$ cat config.mk
export PLATFORM = sky130hd
export DESIGN_NAME = game_ctrl
export DESIGN_NICKNAME = d
export VERILOG_FILES = /design/src/rtl/game_ctrl.sv
export SDC_FILE = /design/constraint.sdc
export NUM_CORES = 1
export LEC_CHECK = 0
export BUFFER_PORTS_ARGS = -buffer_cell sky130_fd_sc_hd__buf_2
export CAP_MARGIN = 20
export CORE_AREA = 5 5 70 72
export CTS_CLUSTER_SIZE = 12
export DETAILED_ROUTE_END_ITERATION = 7
export DIE_AREA = 0 0 75 77
export GPL_TIMING_DRIVEN = 0
export SLEW_MARGIN = 20
export SYNTH_ARGS = -nofsm -noshare
export SYNTH_HDL_FRONTEND = slang
export SYNTH_SLANG_ARGS = --single-unit
$ cat constraint.sdc
create_clock -name clk -period 2.5 [get_ports clk]
set_clock_uncertainty 0.2 [all_clocks]
set_input_delay 0 -clock clk [delete_from_list [all_inputs] [get_ports clk]]
set_output_delay 0 -clock clk [all_outputs]
set_load 0.005 [all_outputs]
$ cat src/rtl/game_ctrl.sv
// game_ctrl: top-level sequencer for the snake game.
// Owns the IDLE/PLAY/PAUSE/OVER play-state machine. Turns refresh_tick into
// move_en step pulses, filters direction requests, pulses game_clr on restart,
// and derives score/win from the datapath's square count and collision status.
// Optional feature macro: SPEEDUP_EN. When it is defined, the step divider
// shrinks as the score grows. It never drops below MIN_DIV, and it changes only
// at a counter wrap.
module game_ctrl #(
  parameter int STEP_DIV    = 8,
  parameter int INIT_LEN    = 3,
  parameter int MAX_SQUARES = 33,
  parameter int MIN_DIV     = 2
) (
  input  logic       clk,
  input  logic       reset,
  input  logic       refresh_tick,
  input  logic       btn_start,
  input  logic       btn_pause,
  input  logic       dir_valid,
  input  logic [1:0] dir_req,
  input  logic       status,
  input  logic [5:0] num_squares,
  output logic       move_en,
  output logic [1:0] dir,
  output logic       game_clr,
  output logic [1:0] state,
  output logic [7:0] score,
  output logic       win
);

  typedef enum logic [1:0] {
    S_IDLE  = 2'd0,
    S_PLAY  = 2'd1,
    S_PAUSE = 2'd2,
    S_OVER  = 2'd3
  } state_e;

  localparam logic [1:0] DIR_RIGHT  = 2'd1;
  localparam logic [7:0] STEP_DIV_W = 8'(STEP_DIV);
  localparam logic [8:0] INIT_LEN_W = 9'(INIT_LEN);
  localparam logic [6:0] MAX_SQ_W   = 7'(MAX_SQUARES);

  // Reject divider settings the 8-bit step counter cannot honour.
  if (STEP_DIV < 1 || STEP_DIV > 255 || MIN_DIV < 1) begin : g_bad_param
    $error("game_ctrl: STEP_DIV must be 1..255 and MIN_DIV must be >= 1");
  end

  state_e     state_q, state_d;
  logic [7:0] cnt_q, cnt_d;
  logic [1:0] pend_q, pend_d;
  logic [1:0] dir_q, dir_d;
  logic       move_en_q, move_en_d;
  logic       game_clr_q, game_clr_d;
  logic [7:0] score_q, score_d;
  logic       win_q, win_d;

  logic [7:0] div_q;        // effective refresh_ticks per step
  logic [8:0] sq_diff;
  logic [7:0] score_calc;
  logic       start_game;
  logic       dir_accept;

  assign start_game = (state_q == S_IDLE) && btn_start;
  // Flipping bit 1 of a direction gives its exact reverse (up<->down, right<->left).
  assign dir_accept = dir_valid && (dir_req != (dir_q ^ 2'b10));

  // Score from the square count: clamped at 0 below INIT_LEN, saturated at 255.
  always_comb begin
    sq_diff = {3'b000, num_squares} - INIT_LEN_W;
    if ({3'b000, num_squares} < INIT_LEN_W) begin
      score_calc = '0;
    end else if (sq_diff > 9'd255) begin
      score_calc = 8'hFF;
    end else begin
      score_calc = sq_diff[7:0];
    end
  end

`ifdef SPEEDUP_EN
  localparam logic [8:0] MIN_DIV_W = 9'(MIN_DIV);
  logic [7:0] div_d;
  logic [8:0] slow_by;

  // Next divider: one tick shorter per 8 points of score, floored at MIN_DIV.
  // It is loaded only on a wrap or a restart, so a step in progress keeps its length.
  always_comb begin
    slow_by = {4'b0000, score_q[7:3]};
    div_d   = div_q;
    if (start_game) begin
      div_d = STEP_DIV_W;
    end else if (move_en_d) begin
      if ({1'b0, STEP_DIV_W} <= MIN_DIV_W + slow_by) begin
        div_d = MIN_DIV_W[7:0];
      end else begin
        div_d = STEP_DIV_W - slow_by[7:0];
      end
    end
  end

  // Divider register.
  always_ff @(posedge clk or negedge reset) begin
    if (!reset) begin
      div_q <= STEP_DIV_W;
    end else begin
      div_q <= div_d;
    end
  end
`else
  assign div_q = STEP_DIV_W;
`endif

  // Next-state logic for the play FSM, step counter, direction and score.
  always_comb begin
    // NOTE: every signal driven here gets a default first, so no path can leave
    // one unassigned and infer a latch.
    state_d    = state_q;
    cnt_d      = cnt_q;
    pend_d     = pend_q;
    dir_d      = dir_q;
    move_en_d  = 1'b0;
    game_clr_d = 1'b0;
    score_d    = score_q;
    win_d      = win_q;

    unique case (state_q)
      S_IDLE: begin
        // Start beats a simultaneous pause. A tick in this cycle is not counted.
        if (btn_start) begin
          state_d    = S_PLAY;
          game_clr_d = 1'b1;
          cnt_d      = '0;
          pend_d     = DIR_RIGHT;
          dir_d      = DIR_RIGHT;
          win_d      = 1'b0;
          score_d    = '0;
        end
      end

      S_PLAY: begin
        score_d = score_calc;
        if (status) begin
          state_d = S_OVER;
          win_d   = 1'b0;
        end else if ({1'b0, num_squares} >= MAX_SQ_W) begin
          state_d = S_OVER;
          win_d   = 1'b1;
        end else if (btn_pause) begin
          // Counter is held so the step resumes where it left off.
          state_d = S_PAUSE;
        end else begin
          // Ticks and requests are taken only while staying in PLAY, so move_en
          // can never appear in the cycle after PLAY exits.
          if (dir_accept) begin
            pend_d = dir_req;
          end
          if (refresh_tick) begin
            if (cnt_q == div_q - 8'd1) begin
              cnt_d     = '0;
              move_en_d = 1'b1;
              dir_d     = dir_accept ? dir_req : pend_q;
            end else begin
              cnt_d = cnt_q + 8'd1;
            end
          end
        end
      end

      S_PAUSE: begin
        if (btn_start) begin
          state_d = S_IDLE;
        end else if (btn_pause) begin
          state_d = S_PLAY;
        end
      end

      S_OVER: begin
        if (btn_start) begin
          state_d = S_IDLE;
        end
      end
    endcase
  end

  // State and registered outputs; reset discards any in-flight move_en.
  always_ff @(posedge clk or negedge reset) begin
    // NOTE: sequential state uses non-blocking assignments so every flop
    // samples the pre-edge values and simulation matches the synthesized flops.
    if (!reset) begin
      state_q    <= S_IDLE;
      cnt_q      <= '0;
      pend_q     <= DIR_RIGHT;
      dir_q      <= DIR_RIGHT;
      move_en_q  <= 1'b0;
      game_clr_q <= 1'b0;
      score_q    <= '0;
      win_q      <= 1'b0;
    end else begin
      state_q    <= state_d;
      cnt_q      <= cnt_d;
      pend_q     <= pend_d;
      dir_q      <= dir_d;
      move_en_q  <= move_en_d;
      game_clr_q <= game_clr_d;
      score_q    <= score_d;
      win_q      <= win_d;
    end
  end

  assign move_en  = move_en_q;
  assign dir      = dir_q;
  assign game_clr = game_clr_q;
  assign state    = state_q;
  assign score    = score_q;
  assign win      = win_q;

endmodule

* After elaboration in Yosys (flattened, before gate mapping)
Index checks and enable logic that the tools add are counted.
Cells by class: $add $sub $neg 2, magnitude comparators 3, eq/ne operators 15, multiplexer cells 41, bitwise gates (word level) 1, reductions and logical operators 9
Operators by type and width (count):
- 8-bit two-way mux | 8
- 2-bit two-way mux | 16
- 8-bit one-hot mux with 2 select lines | 2
- 2-bit inequality test (second input constant) | 7
- 1-bit two-way mux | 11
- 9-bit by 8-bit greater-than comparator with 1-bit output (second input constant) | 1
- 8-bit by 1-bit adder with 8-bit output (second input constant) | 1
- 8-bit by 3-bit equality test with 1-bit output (second input constant) | 1
- 2-bit one-hot mux with 2 select lines | 2
- 2-bit one-hot mux with 4 select lines | 1
- 7-bit AND reduction | 1
- 6-bit by 2-bit subtractor with 7-bit output (second input constant) | 1
- 6-bit greater-or-equal comparator (second input constant) | 1
- 6-bit by 2-bit less-than comparator with 1-bit output (second input constant) | 1
- 3-bit inequality test (second input constant) | 2
- 6-bit AND reduction | 1
- 5-bit AND reduction | 1
- 2-bit equality test (second input constant) | 2
- 4-bit inequality test (second input constant) | 1
- 4-bit AND reduction | 1
- 3-bit AND reduction | 1
- 2-bit by 1-bit equality test with 1-bit output (second input constant) | 1
- 2-bit logical NOT | 1
- 2-bit inequality test | 1
- other kinds (5) | 5
Word-level totals: register bits 25, output and inout port bits 15, word-level logic and storage cells 79

* Depth between registers and ports, before layout
depth in word-level cells 10, gate-level depth with buffers 6, depth with buffers taken out 6

* Worst setup path after synthesis
Ideal clock, no wire load.
path kind register to register, start point reg cnt_q[0], end point reg dir_q[1] (netlist: dir[1]), library setup time 125 ps, data arrival time 1668 ps, required time 2175 ps, setup slack 507 ps, stages on the path, launching flop included 6, buffers on the path 0, period minus slack after synthesis 1993 ps, cell sequence dfrtp_1 -> ha_1 -> nor4bb_1 -> nand2_1 -> a211oi_1 -> mux2_2
Between the ends: word-level cells in the longest chain between the ends 3
RTL lines:
- start, declared | RTL line 49 | logic [7:0] cnt_q, cnt_d;
- start signal, assigned | RTL line 199 | cnt_q <= cnt_d;
- 8-bit by 3-bit equality test with 1-bit output | RTL line 157 | if (cnt_q == div_q - 8'd1) begin
- 2-bit inequality test (no line)
- 7-bit AND reduction (no line)
- end signal, assigned | RTL line 201 | dir_q <= dir_d;
- end, declared | RTL line 51 | logic [1:0] dir_q, dir_d;
Every way passes these cells. A chain may end at the register's enable or synchronous reset.

* Worst setup path in the final report
start point in num_squares[3], end point reg state_q[0] (netlist: state[0])
Between the ends: word-level cells in the longest chain between the ends 4, elaborated cells on any way between the ends 6
RTL lines:
- start, declared | RTL line 22 | input logic [5:0] num_squares,
- 6-bit greater-or-equal comparator * | RTL line 144 | end else if ({1'b0, num_squares} >= MAX_SQ_W) begin
- 2-bit two-way mux | RTL line 144
- 2-bit two-way mux | RTL line 141 | if (status) begin
- 2-bit one-hot mux with 4 select lines | RTL line 125 | unique case (state_q)
- end signal, assigned | RTL line 198 | state_q <= state_d;
- end, declared | RTL line 48 | state_e state_q, state_d;
Mark *: on every way between the ends. The rest lies on a longest branch, timed or not.

==> metrics.csv <==
stage;metric;value;unit
outcome;status;finished, final reports clean;
critical_path;Slowest-stage cell, CP;dlygate4sd3_1;
global_routing;first-pass GRT wire length;5610;um
critical_path;Setup crit end;state[0];
critical_path;Crit Path Class;input pin to register;
logic_synthesis;Synth Flop Type;dfrtp_1;
layout;Final #Nets;211;
detailed_routing;Routed WL per cell;12.9;um
power_and_ir_drop;Leak Pwr;0.819;nW
placement;HPWL Detailed;2340;um
logic_synthesis;Post-synth EDFFs;0;
clock_tree;CTS HTree Levels;1;
layout;Area Overhead vs Synth;27.7;%
layout;area occupied by multi-input gates;769;sq um
detailed_routing;Routed Antenna Nets;0;
layout;Final Non-Filler Cells;243;
logic_synthesis;Post-Synth Simple-Gate Area;22.7;%
sta;Fin. Hold Viols;0;
logic_synthesis;share of the synthesized area in the top cell type;39.0;%
logic_synthesis;mux contribution to synthesized area;5.41;%
logic_synthesis;yosys warns;0;
floorplanning;Cell Rows;24;
floorplanning;# IOs;30;
power_and_ir_drop;PwrDens;907;mW/mm^2
critical_path;worst r2r path cells;5;
detailed_routing;router iterations before antenna repair;5;
placement;pre-CTS setup slack;0.268;ns
clock_tree;worst-skew pair later-pin latency;0.27;ns
critical_path;worst path required time;2.46;ns
logic_synthesis;Post-synth ARST share;100;%
layout;ant diodes;0;
detailed_routing;DR iter-0 viols;31;
logic_synthesis;synthesized flop and latch total;24;
floorplanning;core footprint;0.00423;sq mm
global_routing;largest net degree at the start of global routing;25;
logic_synthesis;Post-Syn Instances;147;
logic_synthesis;main combinational cell family by area after synthesis;simple AND/OR/NAND/NOR gates;
sta;Setup Total Neg Slack;0;ns
logic_synthesis;adder-cell share of the synthesized area;3.55;%
detailed_routing;aggregate routed wire length;3140;um
sta;crit share post-route;90.2;%
detailed_routing;Vias/cell;5.11;
floorplanning;starting density of the core;33.3;%
logic_synthesis;sequential share of the synthesized area;42.7;%
critical_path;FF-to-FF Start;cnt_q[0];
placement;gp weighted congestion;0.719;
critical_path;critical path arrival;2.22;ns
clock_tree;TritonCTS clock tree;done;
clock_tree;root buffer cell;clkbuf_8;
sta;Achievable Freq;443;MHz
clock_tree;total CTS buffers;3;
sta;Final min period;2.26;ns
placement;Placed Instances;228;
logic_synthesis;XOR/XNOR Fraction of Synth Area;2.48;%
global_routing;gr usage total;12.1;%
logic_synthesis;synthesized net count;166;
worst_hold_path;Hold Path Depth;4;
critical_path;Critical Path Start;num_squares[3];
sta;slew margin rel.;59.2;%
logic_synthesis;Distinct cells, synth;49;
critical_path;CP max stage delay;0.57;ns
worst_hold_path;Worst Hold Class;input pin to register;
run;Max Cap Viol;0;
layout;Layout fillers;437;
sta;Final Setup Violations;0;
logic_synthesis;post-synthesis compound-gate area fraction;20.4;%
global_routing;GRT overflow;0;
global_routing;initial antenna violation count;0;
clock_tree;Max Root-Sink Buffers;2;
floorplanning;die extent in x;75;um
logic_synthesis;area leader, netlist;dfrtp_1;
critical_path;RR Endpoint;dir[1];
sta;RSZ-0062 raised after global routing;false;
sta;final setup margin;0.245;ns
global_routing;number of global-route vias before repair;1306;
logic_synthesis;synthesized area;0.00141;sq mm
clock_tree;Clk pin slew, worst setup/hold paths;0.09;ns
layout;layout cells sized above 1;26.2;%
critical_path;R2R Setup Slk;0.27;ns
sta;worst-margin pin slew;0.607;ns
logic_synthesis;top cells by area, synth;dfrtp_1, nor2_1, o21ai_0;
logic_synthesis;Post-Syn Area per Cell;9.60;sq um
floorplanning;Die Y;77;um
critical_path;Setup crit end kind;register;
layout;sequential cell area;603;sq um
critical_path;startpoint type of the worst setup path;input pin;
clock_tree;CTS sink count;24;
detailed_routing;Remaining DRCs;0;
sta;final count of pins violating max slew;0;
placement;# port buffers;29;
critical_path;cells along the critical path;dlygate4sd3_1, buf_2, or3_1, buf_2, o21a_1, nor2_1, a31oi_1, dlygate4sd3_1;
floorplanning;die footprint;0.00578;sq mm
clock_tree;postcts setup bufs;0;
sta;worst hold slack;0.0179;ns
critical_path;worst-path fanout max;7;
detailed_routing;DR vias;1241;
power_and_ir_drop;VDD IR max;307;uV
power_and_ir_drop;Final Total Pwr;1.64;mW
[Yosys cell counts (3+ instances only)]
cell / number
buf_2: 3
nor2_1: 19
a22o_1: 3
o21ai_0: 12
inv_1: 3
dfrtp_1: 22
a21oi_1: 4
ha_1: 4
mux2_2: 3
nand2_1: 13
a211o_1: 3
nor3_1: 3
nand3_1: 4
xor2_1: 3
o31ai_1: 3
nand2b_1: 3
[flip-flops by register name, summed over array words and instances (netlist names)]
signal / cells
game_clr: 1
cnt_q: 8
dir: 2
score: 7
win: 1
state: 2
pend_q: 2
move_en: 1
[layout make-up]
cell class | count | share of cell area (%)
tap | 52 | 3.61
sequential | 24 | 33.4
timing repair buffer | 40 | 14.2
clock buffer | 3 | 2.29
inverter | 3 | 0.625
multi-input combinational | 115 | 42.7
clock inverter | 1 | 1.67
buffer | 5 | 1.53
[critical path: cells and delay by family]
family / cells / cell delay (ns)
buffers and inverters: 4 / 1.40
AND/OR/NAND/NOR: 2 / 0.49
AO/OA/AOI/OAI: 2 / 0.32
[layer usage]
layer  global-route usage [%]  wire length, um  vias to the layer above
li1                         -                -                      617
met2                     20.5             1540                       25
met4                     4.27               39                        0
met1                     15.5             1470                      595
met5                        0                0                        -
met3                     1.18               92                        4
[worst min-delay path by stage]
stage / start / to
after global routing: dir_req[0] / pend_q[0]
final: dir_req[1] / pend_q[1]
after global placement: reset / score[3]
after floorplan: reset / cnt_q[0]
after CTS: num_squares[1] / score[5]
after detailed placement: reset / score[3]
[power by group]
part,internal [mW],switching [mW]
clock,0.214,0.127
combinational,0.309,0.381
sequential,0.519,0.0862
total,1.04,0.594
[cell usage in the layout (no fill, tap or decap), types with 2 or more instances in the layout]
cell type      Yosys  layout
nor2_1            19      19
dfrtp_1           22      22
ha_1               4       4
nand3_1            4       4
a21oi_1            4       4
mux2i_1            2       2
mux2_2             3       3
xor2_1             3       3
and2_1             2       2
a22o_1             3       3
mux2_1             2       2
dlygate4sd3_1      0      11
nor3_1             3       3
nor3b_1            2       2
dfstp_2            2       2
buf_2              3      32
a211o_1            3       3
a21o_1             2       2
clkbuf_8           0       3
nand2b_1           3       3
o21ai_0           12      12
inv_1              3       3
nor2b_1            2       2
or3_1              2       2
nand2_1           13      13
o31ai_1            3       3
a211oi_1           2       2
[metrics by stage]
| stage | util [%] | instance area, sq um |
|---|---|---|
| 4_1_cts | 42.6 | 1800 |
| 3_5_place_dp | 38.3 | 1620 |
| 6_report | 42.6 | 1800 |
| 2_1_floorplan | - | 1410 |
| 3_3_place_gp | 38.3 | 1620 |
| 5_1_grt | 42.6 | 1800 |
[what timing repair did]
item / 4_1_cts / 5_1_grt
hold buffers: 11 / 0
endpoints found under the hold margin: 36 / 0
resized for setup: 0 / 0
[cells by family after synthesis]
kind of cell / after synthesis
compound gates: 39
xor+xnor: 4
fa+ha+maj: 4
buf+inv: 8
flops: 24
mux: 7
simple gates: 61
No activity file was read; power rests on OpenSTA's default activity.
